## src/rtl/lfsr_seq_ctrl_pkg.sv

```systemverilog
`default_nettype none
// ============================================================================
// Module   : lfsr_seq_ctrl_pkg
// Purpose  : Shared state encoding and constants for the LFSR sequencer.
// Revision : 1.0
// ============================================================================
package lfsr_seq_ctrl_pkg;

    typedef enum logic [1:0] {
        ST_IDLE = 2'd0,
        ST_RUN  = 2'd1,
        ST_DONE = 2'd2
    } state_e;

    localparam logic [3:0] LFSR_DEFAULT_SEED = 4'b1000;
    localparam int unsigned DIV_DEFAULT      = 25_000_000;

    // All-zero locks the LFSR up, so it is replaced by the default seed.
    function automatic logic [3:0] safe_seed(input logic [3:0] s);
        return (s == 4'b0000) ? LFSR_DEFAULT_SEED : s;
    endfunction

endpackage
`default_nettype wire

```

## src/rtl/lfsr_seq_ctrl_if.sv

```systemverilog
`default_nettype none
// ============================================================================
// Module   : lfsr_seq_ctrl_if
// Purpose  : Controller <-> 4-bit shift-register datapath connection.
// Revision : 1.0
// ============================================================================
interface lfsr_seq_ctrl_if;
    logic       shift_en;
    logic       ld;
    logic [3:0] ld_val;
    logic [3:0] lfsr_q;

    modport master (output shift_en, output ld, output ld_val, input lfsr_q);
    modport slave  (input shift_en, input ld, input ld_val, output lfsr_q);
endinterface
`default_nettype wire

```

## src/rtl/lfsr_seq_ctrl_tick_div.sv

```systemverilog
`default_nettype none
// ============================================================================
// Module   : tick_div
// Purpose  : Loadable modulo-div_val counter with clear/enable, one-cycle tick.
// Revision : 1.0
// ============================================================================
module tick_div #(
    parameter int DIV_W = 26
) (
    input  wire logic             clk,
    input  wire logic             aset,
    input  wire logic             clr,
    input  wire logic             en,
    input  wire logic [DIV_W-1:0] div_val,
    output logic                  tick
);

    logic [DIV_W-1:0] cnt_q;
    logic [DIV_W-1:0] cnt_d;
    logic [DIV_W-1:0] cnt_cur;

    // A clear counts as phase 0 of the same cycle, so the clearing cycle is
    // itself the first divider cycle.
    always_comb begin
        cnt_cur = clr ? '0 : cnt_q;
        tick    = en && (cnt_cur == (div_val - DIV_W'(1)));
        cnt_d   = cnt_cur;
        if (en) begin
            cnt_d = tick ? '0 : (cnt_cur + DIV_W'(1));
        end
    end

    always_ff @(posedge clk or negedge aset) begin
        if (!aset) begin
            cnt_q <= '0;
        end else begin
            cnt_q <= cnt_d;
        end
    end

endmodule
`default_nettype wire

```

## src/rtl/lfsr_seq_ctrl.sv

```systemverilog
`default_nettype none
// ============================================================================
// Module   : lfsr_seq_ctrl
// Purpose  : Seed load, rate-divided run/step/burst shifting and wrap detect.
// Revision : 1.0
// ============================================================================
module lfsr_seq_ctrl
    import lfsr_seq_ctrl_pkg::*;
#(
    parameter int DIV_W  = 26,
    parameter int STEP_W = 8
) (
    input  wire logic              clk,
    input  wire logic              aset,
    input  wire logic              start,
    input  wire logic              stop,
    input  wire logic              step,
    input  wire logic              load,
    input  wire logic [3:0]        seed,
    input  wire logic [DIV_W-1:0]  div,
    input  wire logic [STEP_W-1:0] n_steps,
    lfsr_seq_ctrl_if.master        bus,
    output logic                   busy,
    output logic                   done,
    output logic                   wrap,
    output logic [STEP_W-1:0]      step_cnt
);

    state_e              state_q, state_d, state_nxt;
    logic [DIV_W-1:0]    div_q, div_d;
    logic [STEP_W-1:0]   nsteps_q, nsteps_d;
    logic [STEP_W-1:0]   step_cnt_q, step_cnt_d, step_cnt_nxt;
    logic                shift_en_q, shift_en_d;
    logic                ld_q, ld_d;
    logic [3:0]          ld_val_q, ld_val_d;
    logic [3:0]          ref_q, ref_d;
    logic                busy_q, busy_d;
    logic                done_q, done_d;
    logic                wrap_q, wrap_d;
    logic                wrap_pend_q;
    logic                step_pulse;
    logic                tick_clr;
    logic                tick_en;
    logic                tick;

    always_comb begin
        state_nxt    = state_q;
        div_d        = div_q;
        nsteps_d     = nsteps_q;
        step_cnt_nxt = step_cnt_q;
        step_pulse   = 1'b0;
        ld_d         = 1'b0;
        ld_val_d     = ld_val_q;
        ref_d        = ref_q;
        busy_d       = 1'b0;
        done_d       = 1'b0;
        tick_clr     = 1'b0;
        tick_en      = 1'b0;
        unique case (state_q)
            ST_IDLE: begin
                if (load) begin
                    ld_d     = 1'b1;
                    ld_val_d = safe_seed(seed);
                    ref_d    = safe_seed(seed);
                end else if (start) begin
                    div_d        = (div == '0) ? DIV_W'(1) : div;
                    nsteps_d     = n_steps;
                    step_cnt_nxt = '0;
                    tick_clr     = 1'b1;
                    tick_en      = 1'b1;
                    busy_d       = 1'b1;
                    state_nxt    = ST_RUN;
                end else if (step) begin
                    step_pulse = 1'b1;
                end
            end
            ST_RUN: begin
                if (stop) begin
                    state_nxt = ST_IDLE;
                end else begin
                    tick_en = 1'b1;
                    busy_d  = 1'b1;
                end
            end
            ST_DONE: begin
                done_d    = 1'b1;
                state_nxt = ST_IDLE;
            end
            default: state_nxt = ST_IDLE;
        endcase
    end

    tick_div #(.DIV_W(DIV_W)) u_tick_div (
        .clk     (clk),
        .aset    (aset),
        .clr     (tick_clr),
        .en      (tick_en),
        .div_val (div_d),
        .tick    (tick)
    );

    // busy stays high through the final shift of a burst; DONE follows it.
    always_comb begin
        shift_en_d = step_pulse | tick;
        step_cnt_d = tick ? (step_cnt_nxt + STEP_W'(1)) : step_cnt_nxt;
        state_d    = state_nxt;
        if (tick && (nsteps_d != '0) && (step_cnt_d == nsteps_d)) begin
            state_d = ST_DONE;
        end
        wrap_d = wrap_pend_q && (bus.lfsr_q == ref_q);
    end

    always_ff @(posedge clk or negedge aset) begin
        if (!aset) begin
            state_q     <= ST_IDLE;
            div_q       <= '0;
            nsteps_q    <= '0;
            step_cnt_q  <= '0;
            shift_en_q  <= 1'b0;
            ld_q        <= 1'b0;
            ld_val_q    <= LFSR_DEFAULT_SEED;
            ref_q       <= LFSR_DEFAULT_SEED;
            busy_q      <= 1'b0;
            done_q      <= 1'b0;
            wrap_q      <= 1'b0;
            wrap_pend_q <= 1'b0;
        end else begin
            state_q     <= state_d;
            div_q       <= div_d;
            nsteps_q    <= nsteps_d;
            step_cnt_q  <= step_cnt_d;
            shift_en_q  <= shift_en_d;
            ld_q        <= ld_d;
            ld_val_q    <= ld_val_d;
            ref_q       <= ref_d;
            busy_q      <= busy_d;
            done_q      <= done_d;
            wrap_q      <= wrap_d;
            wrap_pend_q <= shift_en_q;
        end
    end

    assign bus.shift_en = shift_en_q;
    assign bus.ld       = ld_q;
    assign bus.ld_val   = ld_val_q;
    assign busy         = busy_q;
    assign done         = done_q;
    assign wrap         = wrap_q;
    assign step_cnt     = step_cnt_q;

endmodule
`default_nettype wire

```

## src/flat_wrapper.sv

```systemverilog
// flat-port wrapper written by rule: the top's interface ports become plain ports
module lfsr_seq_ctrl_flat import lfsr_seq_ctrl_pkg::*;
#(
    parameter int DIV_W  = 26,
    parameter int STEP_W = 8
)
  (clk, aset, start, stop, step, load, seed, div, n_steps, busy, done, wrap, step_cnt, bus_shift_en, bus_ld, bus_ld_val, bus_lfsr_q);
  lfsr_seq_ctrl_if bus_i ();
  input  wire logic clk;
  input  wire logic aset;
  input  wire logic start;
  input  wire logic stop;
  input  wire logic step;
  input  wire logic load;
  input  wire logic [3:0] seed;
  input  wire logic [DIV_W-1:0] div;
  input  wire logic [STEP_W-1:0] n_steps;
  output logic busy;
  output logic done;
  output logic wrap;
  output logic [STEP_W-1:0] step_cnt;
  output wire logic [$bits(bus_i.shift_en)-1:0] bus_shift_en;
  output wire logic [$bits(bus_i.ld)-1:0] bus_ld;
  output wire logic [$bits(bus_i.ld_val)-1:0] bus_ld_val;
  input wire logic [$bits(bus_i.lfsr_q)-1:0] bus_lfsr_q;
  assign bus_shift_en = bus_i.shift_en;
  assign bus_ld = bus_i.ld;
  assign bus_ld_val = bus_i.ld_val;
  assign bus_i.lfsr_q = bus_lfsr_q;
  lfsr_seq_ctrl #(.DIV_W(DIV_W), .STEP_W(STEP_W)) u_core (.clk(clk), .aset(aset), .start(start), .stop(stop), .step(step), .load(load), .seed(seed), .div(div), .n_steps(n_steps), .bus(bus_i), .busy(busy), .done(done), .wrap(wrap), .step_cnt(step_cnt));
endmodule
```

## config.mk

```make
export PLATFORM = sky130hd
export DESIGN_NAME = lfsr_seq_ctrl_flat
export DESIGN_NICKNAME = d
export VERILOG_FILES = /design/src/rtl/lfsr_seq_ctrl_pkg.sv /design/src/rtl/lfsr_seq_ctrl_if.sv /design/src/rtl/lfsr_seq_ctrl_tick_div.sv /design/src/rtl/lfsr_seq_ctrl.sv /design/src/flat_wrapper.sv
export SDC_FILE = /design/constraint.sdc
export NUM_CORES = 1
export LEC_CHECK = 0
export BUFFER_PORTS_ARGS = -buffer_cell sky130_fd_sc_hd__buf_2
export CAP_MARGIN = 20
export CORE_MARGIN = 4
export CORE_UTILIZATION = 35
export CTS_BUF_LIST = sky130_fd_sc_hd__clkbuf_8
export DETAILED_ROUTE_END_ITERATION = 7
export PLACE_DENSITY = 0.54
export SKIP_LAST_GASP = 1
export SLEW_MARGIN = 10
export SYNTH_ARGS = -nofsm -noshare
export SYNTH_HDL_FRONTEND = slang
export SYNTH_HIERARCHICAL = 1
export SYNTH_SLANG_ARGS = --single-unit
```

## constraint.sdc

```tcl
create_clock -name clk -period 6.3 [get_ports clk]
set_input_delay 0.945 -clock clk [delete_from_list [all_inputs] [get_ports clk]]
set_output_delay 0.945 -clock clk [all_outputs]
set_load 0.05 [all_outputs]
```

After elaboration in Yosys (flattened, before gate mapping)
Cells that the tools add are included.
- register bits: 80
- word-level logic and storage cells: 66
- RAM bits: 0
- output and inout port bits: 17
- memories: 0
- latch bits: 0
- input port bits: 48
- ROM bits: 0
- equal/unequal tests: 8
- muxes and demuxes: 32
- bitwise gates (word level): 1
- $mul: 0
- order comparisons: 0
- add/sub/neg operators: 3
- divide/modulo/power cells: 0
- shifts and indexed selects: 0
- reduce and logical (&&, ||, !) cells: 10
- operators by type and width (cell ; number):
    $mux W26 ; 7
    $mux W8 ; 7
    $add A26 B1 Y26 const B ; 1
    $eq A26 B26 Y1 ; 1
    $logic_not A26 Y1 ; 1
    $sub A26 B1 Y26 const B ; 1
    $mux W1 ; 11
    $ne A3 B2 Y1 const B ; 3
    $add A8 B1 Y8 const B ; 1
    $eq A8 B8 Y1 ; 1
    $mux W2 ; 4
    $reduce_bool A8 Y1 ; 1
    $eq A4 B4 Y1 ; 1
    $logic_and A1 B1 Y1 ; 4
    $logic_not A4 Y1 ; 1
    $mux W4 ; 1
    $pmux W2 S2 ; 1
    $reduce_and A3 Y1 ; 1
    $eq A2 B1 Y1 const B ; 1
    $eq A2 B2 Y1 const B ; 1
    $logic_not A2 Y1 ; 1
    $pmux W1 S2 ; 1
    $reduce_and A2 Y1 ; 1
    $or A1 B1 Y1 ; 1

Depth between registers and ports, before layout
Gate-level depths: netlist of run 1.
- depth in word-level cells: 13
- gate-level depth with buffers: 21
- depth with buffers taken out: 19

By module
Netlist of run 1, hierarchy kept.
- by module, submodules not included (module ; cells an instance ; instances ; area each (sq um) ; seq. area each (sq um)):
    tick_div ; 351 ; 1 ; 2758.9 ; 650.6
    lfsr_seq_ctrl ; 258 ; 1 ; 2419.8 ; 1352.5

Worst setup path after synthesis of run 1
No wires, ideal clock.
- kind: input to register
- start point: in load
- end point: reg u_core.state_q[0]
- data arrival time: 5.622 ns
- stages on the path: 20
- setup slack: 0.548 ns
- required time: 6.171 ns
- setup time: 0.129 ns
- buffers on the path: 5
- cells stage by stage: or4b_1 -> buf_2 -> clkbuf_1 -> clkbuf_1 -> nand2_1 -> nand2_1 -> buf_6 -> or4_4 -> or4_4 -> a2111oi_4 -> nor4b_1 -> a211oi_1 -> and4_1 -> and3_1 -> clkbuf_1 -> nand4_1 -> nor2_1 -> xor3_1 -> o31a_1 -> o41a_1
- longest elaborated chain between the ends: 10
- elaborated cells on any way between the ends: 24
- classes of those cells: add/sub (2); eq/ne (5); mux (12); reduce/logical (5)
- ends and longest elaborated chain (element ; RTL line ; source):
    start, declared ; flat_wrapper.sv:14 ; input wire logic load;
    $mux W26 * ; lfsr_seq_ctrl.sv:61 ; if (load) begin
    $mux W26 * ; lfsr_seq_ctrl.sv:59 ; unique case (state_q)
    net u_core.div_d[16] ; lfsr_seq_ctrl.sv:30 ; logic [DIV_W-1:0] div_q, div_d;
    $sub A26 B1 Y26 * ; lfsr_seq_ctrl_tick_div.sv:26 ; tick = en && (cnt_cur == (div_val - DIV_W'(1)));
    $eq A26 B26 Y1 * ; lfsr_seq_ctrl_tick_div.sv:26 ;
    $logic_and A1 B1 Y1 * ; lfsr_seq_ctrl_tick_div.sv:26 ;
    net u_core.tick ; lfsr_seq_ctrl.sv:44 ; logic tick;
    $mux W8 ; lfsr_seq_ctrl.sv:105 ; step_cnt_d = tick ? (step_cnt_nxt + STEP_W'(1)) : step_cnt_nxt;
    $eq A8 B8 Y1 ; lfsr_seq_ctrl.sv:107 ; if (tick && (nsteps_d != '0) && (step_cnt_d == nsteps_d)) begin
    $logic_and A1 B1 Y1 * ; lfsr_seq_ctrl.sv:107 ;
    $ne A3 B2 Y1 (no source line) ; n/a ;
    $reduce_and A3 Y1 (no source line) ; n/a ;
    end signal, assigned ; lfsr_seq_ctrl.sv:128 ; state_q <= state_d;
    end, declared ; lfsr_seq_ctrl.sv:29 ; state_e state_q, state_d, state_nxt;
Mark *: on every way through the listed nets, which the timed path passes. The rest lies on a longest branch.
A chain may end at the register's enable or synchronous reset.

Final worst setup path of run 1
- start point: in div[6]
- end point: reg u_core.state_q[0]
- longest elaborated chain between the ends: 13
- elaborated cells on any way between the ends: 17
- classes of those cells: add/sub (1); eq/ne (5); mux (6); reduce/logical (5)
- ends and longest elaborated chain (element ; RTL line ; source):
    start, declared ; flat_wrapper.sv:16 ; input wire logic [DIV_W-1:0] div;
    $logic_not A26 Y1 * ; lfsr_seq_ctrl.sv:66 ; div_d = (div == '0) ? DIV_W'(1) : div;
    $mux W26 * ; lfsr_seq_ctrl.sv:66 ;
    $mux W26 * ; lfsr_seq_ctrl.sv:65 ; end else if (start) begin
    $mux W26 * ; lfsr_seq_ctrl.sv:61 ;
    $mux W26 * ; lfsr_seq_ctrl.sv:59 ;
    net u_core.div_d[0] ; lfsr_seq_ctrl.sv:30 ;
    $sub A26 B1 Y26 * ; lfsr_seq_ctrl_tick_div.sv:26 ;
    $eq A26 B26 Y1 * ; lfsr_seq_ctrl_tick_div.sv:26 ;
    $logic_and A1 B1 Y1 * ; lfsr_seq_ctrl_tick_div.sv:26 ;
    net u_core.tick ; lfsr_seq_ctrl.sv:44 ;
    $mux W8 ; lfsr_seq_ctrl.sv:105 ;
    $eq A8 B8 Y1 ; lfsr_seq_ctrl.sv:107 ;
    $logic_and A1 B1 Y1 * ; lfsr_seq_ctrl.sv:107 ;
    $ne A3 B2 Y1 (no source line) ; n/a ;
    $reduce_and A3 Y1 (no source line) ; n/a ;
Marked as above.

==> results.toml, run 1 <==
[timing]
setup_tns_ps = 0
rsz0062_at_grt = "no"
max_slew_margin_pct = 50.7
hold_violations = 0
post-route-min-period_ps = 5550
setup_viol = 0
timing.final.crit_share_pct = 88.1
slew_viol_final = 0
fmax_mhz = 180
worst_clock_skew_ps = 13.7
worstMarginPinSlew_ps = 736
fin_ws_ps = 749

[worst_setup_path]
max_stage_delay_ps = 540
worst_setup_path_start_kind = "input pin"
worstPathArrival_ps = 5810
critPathBufInv = 3
reg2reg_to = "u_core/state_q[0]$_DFFE_PN0P_"
r2r-start = "u_core/state_q[0]$_DFFE_PN0P_"
regToRegSetupSlack_ps = 1050
critPathKind = "input pin to flop"
critPathSlowestCell = "o21ai_0"
critical_path.top_delay_family = "simple AND/OR/NAND/NOR gates"
cp.required_ps = 6560
cp.depth = 19
cp_max_fo = 6
endpoint_kind = "flop"
worstPathCellList = "buf_2 -> or4_1 -> nor4_1 -> a41oi_1 -> o21ai_0 -> inv_1 -> ha_1 -> nor4bb_1 -> a31oi_1 -> o21ai_0 -> inv_1 -> nor4_1 -> and4_1 -> and3_1 -> nand4_1 -> nor3_1 -> xnor3_1 -> a41oi_1 -> o41a_1"
worstRegToRegCells = 18
crit_start = "div[6]"

[floorplan]
start_util_pct = 35.6
rows = 44
die_h_um = 130
die_area_um2 = 16800
core_area_um2 = 14500
io_pins = 65
die_w_um = 130

[yosys]
yosys.area_share.simple_pct = 32.9
synthTopCellsByArea = "dfrtp_1, nand2_1, xnor2_1"
synth.avg_cell_area_um2 = 8.50
synth_top_cell_by_area = "dfrtp_1"
synth_fa_ha_area_share_pct = 0.725
synth_area_um2 = 5180
synth_fp_nets = 660
async_flop_share_pct = 100
synth_top_family_by_area = "simple AND/OR/NAND/NOR gates"
synth_edf_count = 0
ys_types = 71
synthCells = 609
synthXorXnorAreaFrac_pct = 13.3
synth_top_cell_area_share_pct = 38.2
synth_compound_area_share_pct = 9.45
ys_warn_count = 6
muxShareOfSynthArea_pct = 1.52
ys_seq_area_share_pct = 38.7
ys_seq_elements = 80
dominantRegCellSynth = "dfrtp_1"

[layout]
mostFrequentLayoutCells = "nand2_1, dfrtp_1, nor2_1"
area_delta_synth_final_pct = 14.3
design_area_um2 = 5920
layout-drive-gt1-share_pct = 16.6
mostFrequentLayoutCell = "nand2_1"
diodes = 0
final_nets = 716

[place]
io_buffers = 64
dpl.hpwl_um = 10500
globalplace.congestion = 0.860
place_area_um2 = 5690
place_ws_ps = 366

[detailed_routing]
wl_per_cell_um = 16.6
first_pass_iters = 4
drtAntennaViolNets = 0
avgViaCountPerCell = 5.30
routed_wl_um = 14200
drc_errors = 0
vias = 4529
drtIter0Drc = 352

[power_and_ir_drop]
peakVddDrop_uv = 94.0
cellPowerDensity_nw_per_um2 = 252
cellLeakagePower_uw = 0.00263
total_power_uw = 1490

[flow_run]
maxCapViolations = 0

[grt]
grt_max_degree = 81
grtUsageTotal_pct = 17.1
grt.overflow.total = 0
grt_pass1_wl_um = 22500
antenna_found_initial = 0
grt_pass1_vias = 4275

[worst_hold_path]
holdPathEnd = "u_core/wrap_pend_q$_DFF_PN0_"
whs_path_depth = 0
min_from = "u_core/bus.shift_en$_DFF_PN0_"
hold_path.class = "flop to flop"

[clock_tree]
clk_pin_slew_ps = 90
htree_levels = 3
clock-sinks = 80
ctsLongestPathBuffers = 2
insertion_delay_ps = 380
cts_resized = 0
postCtsHoldBufs = 0
cts_root_buffer = "clkbuf_8"
cts_buffers = 9
cts_tree = "done"
cts_setup_buffers = 0

[status]
outcome = "complete, no violations"
## state kept, by name (all words and copies together), names as in the netlist
register,flops
u_core/done,1
u_core/bus.shift_en,1
u_core/wrap,1
u_core/u_tick_div/cnt_q,26
u_core/div_q,26
u_core/bus.ld,1
u_core/wrap_pend_q,1
u_core/nsteps_q,8
u_core/busy,1
u_core/step_cnt,8
u_core/ref_q,4
u_core/state_q,2
## worst max-delay path by stage
stage                                               end  slack [ps]
final                     u_core/state_q[0]$_DFFE_PN0P_         750
after global routing      u_core/state_q[0]$_DFFE_PN0P_         260
after CTS                 u_core/state_q[0]$_DFFE_PN0P_         740
after detailed placement  u_core/state_q[0]$_DFFE_PN0P_         370
after global placement    u_core/state_q[0]$_DFFE_PN0P_         520
after floorplan           u_core/state_q[0]$_DFFE_PN0P_         550
## synthesized netlist by cell type, drive strengths merged, types with 4 or more instances
master	n
nor3b	5
o21ai	19
a211oi	4
nand2b	7
nor4b	6
buf	7
clkbuf	23
o31ai	4
nor4	21
nand3	15
nor2	67
a31oi	4
or4	7
inv	11
mux2	4
dfrtp	79
or3	4
nand2	128
o21a	6
a21oi	4
nor3	16
xnor2	45
xor2	26
and3	6
nand4	17
nor2b	19
## where the power goes
part	leakage (uW)	internal, uW	switching (uW)
clock	0.000109	197	211
sequential	0.00105	572	42.2
combinational	0.00148	180	292
## cells by family (layout without fill, tap and decap cells)
family / count (synthesis) / in the layout
xor+xnor: 74 / 74
flops: 80 / 80
simple gates: 336 / 336
mux: 7 / 7
buf+inv: 42 / 103
fa+ha+maj: 3 / 3
compound gates: 67 / 67
## final cells by class
| type | count | area, um^2 |
|---|---|---|
| Clock buffer | 10 | 138 |
| Clock inverter | 6 | 68.8 |
| Fill cell | 1483 | 8610 |
| Inverter | 12 | 50.0 |
| Multi-Input combinational cell | 487 | 3000 |
| Sequential cell | 80 | 2000 |
| Tap cell | 184 | 230 |
| Timing Repair Buffer | 75 | 430 |
## through the flow
step,hold WS [ps],std cells,util [%]
after floorplan,439,609,-
after global placement,360,837,39.2
after detailed placement,361,837,39.2
after CTS,383,853,40.6
after global routing,410,854,40.7
final,379,854,40.7
## routing by layer
| metal | vias to the layer above | GRT usage, % | wire [um] |
|---|---|---|---|
| met4 | 0 | 7.40 | 393 |
| met2 | 135 | 26.7 | 6480 |
| met5 | - | 0 | 0 |
| met1 | 2135 | 23.2 | 6470 |
| met3 | 23 | 3.50 | 851 |
| li1 | 2236 | - | - |
Note: power is estimated with default switching activity, not from simulation.
==> run 2, diff against run 1 <==
--- a/config.mk
+++ b/config.mk
@@ -5,13 +5,16 @@
 export SDC_FILE = /design/constraint.sdc
 export NUM_CORES = 1
 export LEC_CHECK = 0
+export ABC_AREA = 1
 export BUFFER_PORTS_ARGS = -buffer_cell sky130_fd_sc_hd__buf_2
 export CAP_MARGIN = 20
+export CELL_PAD_IN_SITES_DETAIL_PLACEMENT = 1
+export CELL_PAD_IN_SITES_GLOBAL_PLACEMENT = 2
 export CORE_MARGIN = 4
-export CORE_UTILIZATION = 35
+export CORE_UTILIZATION = 33
 export CTS_BUF_LIST = sky130_fd_sc_hd__clkbuf_8
 export DETAILED_ROUTE_END_ITERATION = 7
-export PLACE_DENSITY = 0.54
+export PLACE_DENSITY = 0.83
 export SKIP_LAST_GASP = 1
 export SLEW_MARGIN = 10
 export SYNTH_ARGS = -nofsm -noshare
==> run 2 against run 1 <==
Cell area up 7.8%; die area up 16%; register-to-register slack better by 610 ps; power up 0.39%; wire length up 21%; clock skew up 1.3 ps; via count up 20%; clock power down 4%; sequential power down 3%; global-route usage up 1.2 points; maximum frequency up 14%; setup slack better by 670 ps; critical path type unchanged; highest routed layer unchanged.
==> results.toml, run 2 <==
[status]
outcome = "complete, no violations"

[clock_tree]
clk_pin_slew_ps = 90
clock-sinks = 80
cts_setup_buffers = 0
cts_root_buffer = "clkbuf_8"
cts_buffers = 9
postCtsHoldBufs = 0
cts_tree = "done"
htree_levels = 3
ctsLongestPathBuffers = 2
cts_resized = 0
insertion_delay_ps = 380

[yosys]
ys_seq_area_share_pct = 35.2
dominantRegCellSynth = "dfrtp_1"
ys_seq_elements = 80
synth.avg_cell_area_um2 = 6.49
synth_fp_nets = 929
synth_edf_count = 0
synth_top_cell_by_area = "dfrtp_1"
ys_types = 42
synth_most_common_cell = "nand2_1"
synth_area_um2 = 5690
ys_warn_count = 6
synthTopCellsByCount = "nand2_1, inv_1, nor2_1"
async_flop_share_pct = 100
synth_top_cell_area_share_pct = 34.7
synthCells = 878
synthTopCellsByArea = "dfrtp_1, nand2_1, inv_1"

[worst_setup_path]
cp.required_ps = 6620
critical_path.top_delay_family = "simple AND/OR/NAND/NOR gates"
worst_setup_path_start_kind = "input pin"
worstPathArrival_ps = 5200
r2r-start = "u_core/state_q[0]$_DFFE_PN0P_"
regToRegSetupSlack_ps = 1660
cp_max_fo = 30
critPathBufInv = 6
worstRegToRegCells = 27
endpoint_kind = "flop"
cpMostUsedCell = "nand2_1"
max_stage_delay_ps = 410
critPathKind = "input pin to flop"
reg2reg_to = "u_core/state_q[1]$_DFFE_PN0P_"
critPathSlowestCell = "nand2_2"

[floorplan]
rows = 47
start_util_pct = 34.0
die_h_um = 139
die_w_um = 139
die_area_um2 = 19400
io_pins = 65
core_area_um2 = 16800

[grt]
grt.overflow.total = 0
antenna_found_initial = 0
grt_pass1_wl_um = 28800
grtUsageTotal_pct = 18.3
grt_max_degree = 71
grt_pass1_vias = 5581

[layout]
layout-drive-gt1-share_pct = 15.1
design_area_um2 = 6380
area_delta_synth_final_pct = 12.1
mostFrequentLayoutCells = "nand2_1, inv_1, nor2_1"
mostFrequentLayoutCell = "nand2_1"
diodes = 0
top_regs = "u_core/div_q x26, u_core/u_tick_div/cnt_q x26"
final_nets = 992

[detailed_routing]
drc_errors = 0
wl_per_cell_um = 14.7
drtAntennaViolNets = 0
drtIter0Drc = 250
routed_wl_um = 17200
vias = 5454
first_pass_iters = 4
avgViaCountPerCell = 4.68

[power_and_ir_drop]
cellLeakagePower_uw = 0.00342
peakVddDrop_uv = 79.5
cellPowerDensity_nw_per_um2 = 235
total_power_uw = 1500

[timing]
rsz0062_at_grt = "no"
setup_tns_ps = 0
worst_clock_skew_ps = 15.0
fmax_mhz = 205
post-route-min-period_ps = 4880
worstMarginPinSlew_ps = 912
fin_ws_ps = 1420
slew_viol_final = 0
max_slew_margin_pct = 39.2
hold_violations = 0
setup_viol = 0
timing.final.crit_share_pct = 77.5

[place]
dpl.hpwl_um = 13900
place_area_um2 = 6180
io_buffers = 64
place_ws_ps = 951
globalplace.congestion = 0.847

[worst_hold_path]
hold_path.class = "input pin to async pin"

[flow_run]
maxCapViolations = 0
run 2: changes by cell type after synthesis, sizes merged, moves of 7 or more:
cell    change
nand2     +211
inv       +115
nor2       +75
nand3      +59
xnor2      -38
clkbuf     -20
nor2b      -19
nor4       -11
nor3        -8
buf         +7
nand2b      -7
or4         -7
run 2: power by group:
| group | internal, uW | switching (uW) | total, uW | leakage, uW |
|---|---|---|---|---|
| sequential | 571 | 22.8 | 594 | 0.00105 |
| clock | 184 | 208 | 392 | 0.0000933 |
| combinational | 154 | 361 | 515 | 0.00228 |
| total | 908 | 592 | 1500 | 0.00342 |
run 2: stage by stage:
step                      hold slack [ps]  instances  utilization (%)
final                                 382       1166             38.1
after CTS                             359       1166             38.1
after floorplan                       440        878                -
after global routing                  368       1166             38.1
after detailed placement              368       1150             36.9
after global placement                368       1150             36.9
run 2: cells by family (layout without fill, tap and decap cells):
kind of cell	after synthesis	count (layout)	share of synthesized area [%]
AO/OA/AOI/OAI	27	27	2.86
XOR/XNOR	30	30	4.88
adder cells (fa/ha/maj)	3	3	0.659
buffers and inverters	144	212	10.9
flip-flops	80	80	35.2
AND/OR/NAND/NOR	594	594	45.5
run 2: how the worst max path moves through the flow:
stage | from | to | depth (start not counted)
finish | start | u_core/state_q[1]$_DFFE_PN0P_ | 29
global route | start | u_core/state_q[1]$_DFFE_PN0P_ | 27
CTS | start | u_core/state_q[1]$_DFFE_PN0P_ | 29
detailed placement | start | u_core/state_q[0]$_DFFE_PN0P_ | 29
global placement | start | u_core/state_q[0]$_DFFE_PN0P_ | 29
floorplan | start | u_core/state_q[1]$_DFFE_PN0P_ | 32
run 2: layout make-up:
type | instances | area (um^2)
Timing Repair Buffer | 69 | 360
Inverter | 127 | 477
Fill cell | 2236 | 10400
Sequential cell | 80 | 2000
Clock buffer | 9 | 124
Multi-Input combinational cell | 654 | 3070
Clock inverter | 7 | 73.8
Tap cell | 220 | 275
run 2: worst register-to-register path, cell delays in order (launching register included):
cell and delay [ps]:
dfrtp_1 440, nor2_2 90, nand2_2 420, inv_1 210
buf_4 260, nand2_1 80, nand2_1 140, nor2_1 170
nand2_1 100, nor2_2 410, nand2_1 140, nor2_1 220
xor2_1 250, nand3_1 140, nor2_1 110, nand3_1 130
inv_1 160, nand2_1 100, inv_1 60, nand3_1 160
nor2_2 200, nand3b_1 110, nand2_1 100, nand2_1 50
nand2_1 50, nand2_1 60, nor2_1 110, and2_1 130
run 2: routing by layer:
| layer | track usage [%] | part of all wire, % |
|---|---|---|
| met5 | 0 | 0 |
| met4 | 5.25 | 1.4 |
| met3 | 2.23 | 3.7 |
| met2 | 27.6 | 43 |
| met1 | 27.5 | 52 |
==> run 3, diff against run 2 <==
--- a/config.mk
+++ b/config.mk
@@ -5,7 +5,7 @@
 export SDC_FILE = /design/constraint.sdc
 export NUM_CORES = 1
 export LEC_CHECK = 0
-export ABC_AREA = 1
+export ABC_AREA = 0
 export BUFFER_PORTS_ARGS = -buffer_cell sky130_fd_sc_hd__buf_2
 export CAP_MARGIN = 20
 export CELL_PAD_IN_SITES_DETAIL_PLACEMENT = 1
@@ -14,7 +14,7 @@
 export CORE_UTILIZATION = 33
 export CTS_BUF_LIST = sky130_fd_sc_hd__clkbuf_8
 export DETAILED_ROUTE_END_ITERATION = 7
-export PLACE_DENSITY = 0.83
+export PLACE_DENSITY = 0.8
 export SKIP_LAST_GASP = 1
 export SLEW_MARGIN = 10
 export SYNTH_ARGS = -nofsm -noshare
==> constraint.sdc (replaced) <==
create_clock -name clk -period 4.23 [get_ports clk]
set_input_delay 0.6345 -clock clk [delete_from_list [all_inputs] [get_ports clk]]
set_output_delay 0.6345 -clock clk [all_outputs]
set_load 0.05 [all_outputs]
==> run 3 against run 2 <==
The flow now finishes with violations (negative setup slack); power is 80% higher; sequential cell count unchanged; combinational power rose by 110%; critical endpoint is now u_core/state_q[0]$_DFFE_PN0P_.
==> results.toml, run 3 (synthesized netlist as in run 1, its figures left out) <==
[worst_setup_path]
endpoint_kind = "flop"
cp_max_fo = 9
cp.required_ps = 4500
critPathKind = "flop to flop"
worst_setup_path_start_kind = "flop"
regToRegSetupSlack_ps = -590
worstPathArrival_ps = 5100
reg2reg_to = "u_core/state_q[0]$_DFFE_PN0P_"
worstRegToRegCells = 20
r2r-start = "u_core/state_q[0]$_DFFE_PN0P_"

[clock_tree]
htree_levels = 3
clock-sinks = 80
ctsLongestPathBuffers = 2
cts_tree = "done"
insertion_delay_ps = 390
cts_buffers = 9
cts_root_buffer = "clkbuf_8"
clk_pin_slew_ps = 100

[floorplan]
io_pins = 65
die_area_um2 = 17800
start_util_pct = 33.8
die_w_um = 133
rows = 45
core_area_um2 = 15300
die_h_um = 133

[detailed_routing]
drtIter0Drc = 322
avgViaCountPerCell = 5.16
vias = 5248
routed_wl_um = 18600
dr_wl_met2_um = 9500
wl_per_cell_um = 18.3
drtAntennaViolNets = 0
first_pass_iters = 4
wl_met1_um = 8030
highest_layer = "met4"
drc_errors = 0
routed-wl-met3_um = 554

[timing]
slew_viol_final = 0
fin_ws_ps = -594
worst_clock_skew_ps = 14.4
rsz0062_at_grt = "yes"
max_slew_margin_pct = 40.2
hold_ws_ps = 212
post-route-min-period_ps = 4820
worstMarginPinSlew_ps = 890
setup_viol = 3
fmax_mhz = 207
timing.final.crit_share_pct = 114
hold_violations = 0

[grt]
grt_pass1_wl_um = 28800
grt_max_degree = 81
grt.overflow.total = 0
grt_pass1_vias = 5610
grtUsageTotal_pct = 20.2
antenna_found_initial = 0

[layout]
design_area_um2 = 7330
fillers = 1838
mostFrequentLayoutCell = "buf_4"
final_nets = 852
layout-drive-gt1-share_pct = 36.4
mostFrequentLayoutCells = "buf_4, nand2_1, dfrtp_1"
final_util_pct = 47.9
diodes = 0
top_regs = "u_core/div_q x26, u_core/u_tick_div/cnt_q x26"
area_delta_synth_final_pct = 41.5

[place]
place_area_um2 = 6670
globalplace.congestion = 0.944
io_buffers = 64
dpl.hpwl_um = 13900

[power_and_ir_drop]
internal-power_uw = 1710
swShare_pct = 36.4
cellPowerDensity_nw_per_um2 = 368
comb_power_share_pct = 40.2
peakVddDrop_uv = 168
p_sw_uw = 981
seq_power_share_pct = 34.5
cellLeakagePower_uw = 0.00340
clockPowerShare_pct = 25.3

[status]
violations = "negative setup slack"
outcome = "finished with violations"

[worst_hold_path]
hold_path.class = "input pin to async pin"

[flow_run]
maxCapViolations = 0
-- run 3: changes by cell type in the layout (fill, tap and decap cells not counted), moves of 13 or more --
cell     previous run  this run
nand2_1           318       118
buf_4               6       140
inv_1             124         9
nand3_1            70        14
nor2_1            115        63
xnor2_1             7        43
nor2_2             25         4
nor2b_1             0        19
nand2_2            19         6
-- run 3: critical path, stage by stage, from the launching register on --
cell	delay [ps]
dfrtp_1	400
or4b_4	620
buf_12	180
buf_6	120
nand2_4	60
nand2_2	50
buf_4	120
buf_4	160
or4bb_1	480
o21a_1	130
o221ai_2	250
nand4_1	230
nor2_1	170
and4_1	250
and3_4	220
nand4_1	140
buf_4	200
nor3_4	200
xnor3_1	200
a41oi_2	130
o41a_1	400
-- run 3: how the worst max path moves through the flow --
stage,end,cells after the start,from
after CTS,u_core/state_q[0]$_DFFE_PN0P_,17,u_core/state_q[0]$_DFFE_PN0P_
after detailed placement,u_core/state_q[1]$_DFFE_PN0P_,19,div[6]
final,u_core/state_q[0]$_DFFE_PN0P_,20,u_core/state_q[0]$_DFFE_PN0P_
after global routing,u_core/state_q[0]$_DFFE_PN0P_,19,u_core/state_q[0]$_DFFE_PN0P_
after floorplan,u_core/state_q[0]$_DFFE_PN0P_,20,load
after global placement,u_core/state_q[1]$_DFFE_PN0P_,19,div[6]
-- run 3: cell type report --
| type | instances | area [um^2] | share of cell area [%] |
|---|---|---|---|
| Sequential cell | 80 | 2000 | 27.3 |
| Tap cell | 211 | 264 | 3.60 |
| Clock inverter | 6 | 90.1 | 1.23 |
| Timing Repair Buffer | 211 | 1510 | 20.6 |
| Inverter | 12 | 50.0 | 0.683 |
| Multi-Input combinational cell | 487 | 3270 | 44.6 |
| Clock buffer | 10 | 138 | 1.88 |
-- run 3: repair_timing --
| action | 4_1_cts | 5_1_grt |
|---|---|---|
| buffers inserted | 6 | 11 |
| cloned | 1 | 0 |
| hold buffers | 0 | 0 |
| endpoints found under the setup margin | 16 | 17 |
| hold endpoints to repair | 0 | 0 |
| pin swaps | 7 | 14 |
| gates resized for setup | 19 | 40 |
-- run 3: metal layers --
metal | vias to the layer above | track usage (%)
li1 | 2492 | -
met1 | 2624 | 24.8
met2 | 104 | 35.3
met3 | 28 | 3.29
met4 | 0 | 8.57
met5 | - | 0
-- run 3: metrics by stage --
stage               total power, uW  setup WS (ps)  std cells  setup TNS (ps)
floorplan                      1430           -933        609           -3630
global placement               1840           -858        985           -7530
detailed placement             1890          -1030        985          -10120
CTS                            2610           -498       1007            -979
global route                   2830           -767       1017           -2700
finish                         2690           -594       1017           -1290
-- run 3: power by group through the flow --
stage               clock network, uW  logic [uW]  registers (uW)
global route                      733        1160             938
detailed placement                  0         956             933
finish                            683        1080             928
CTS                               698         990             920
global placement                    0         916             928
floorplan                           0         490             944
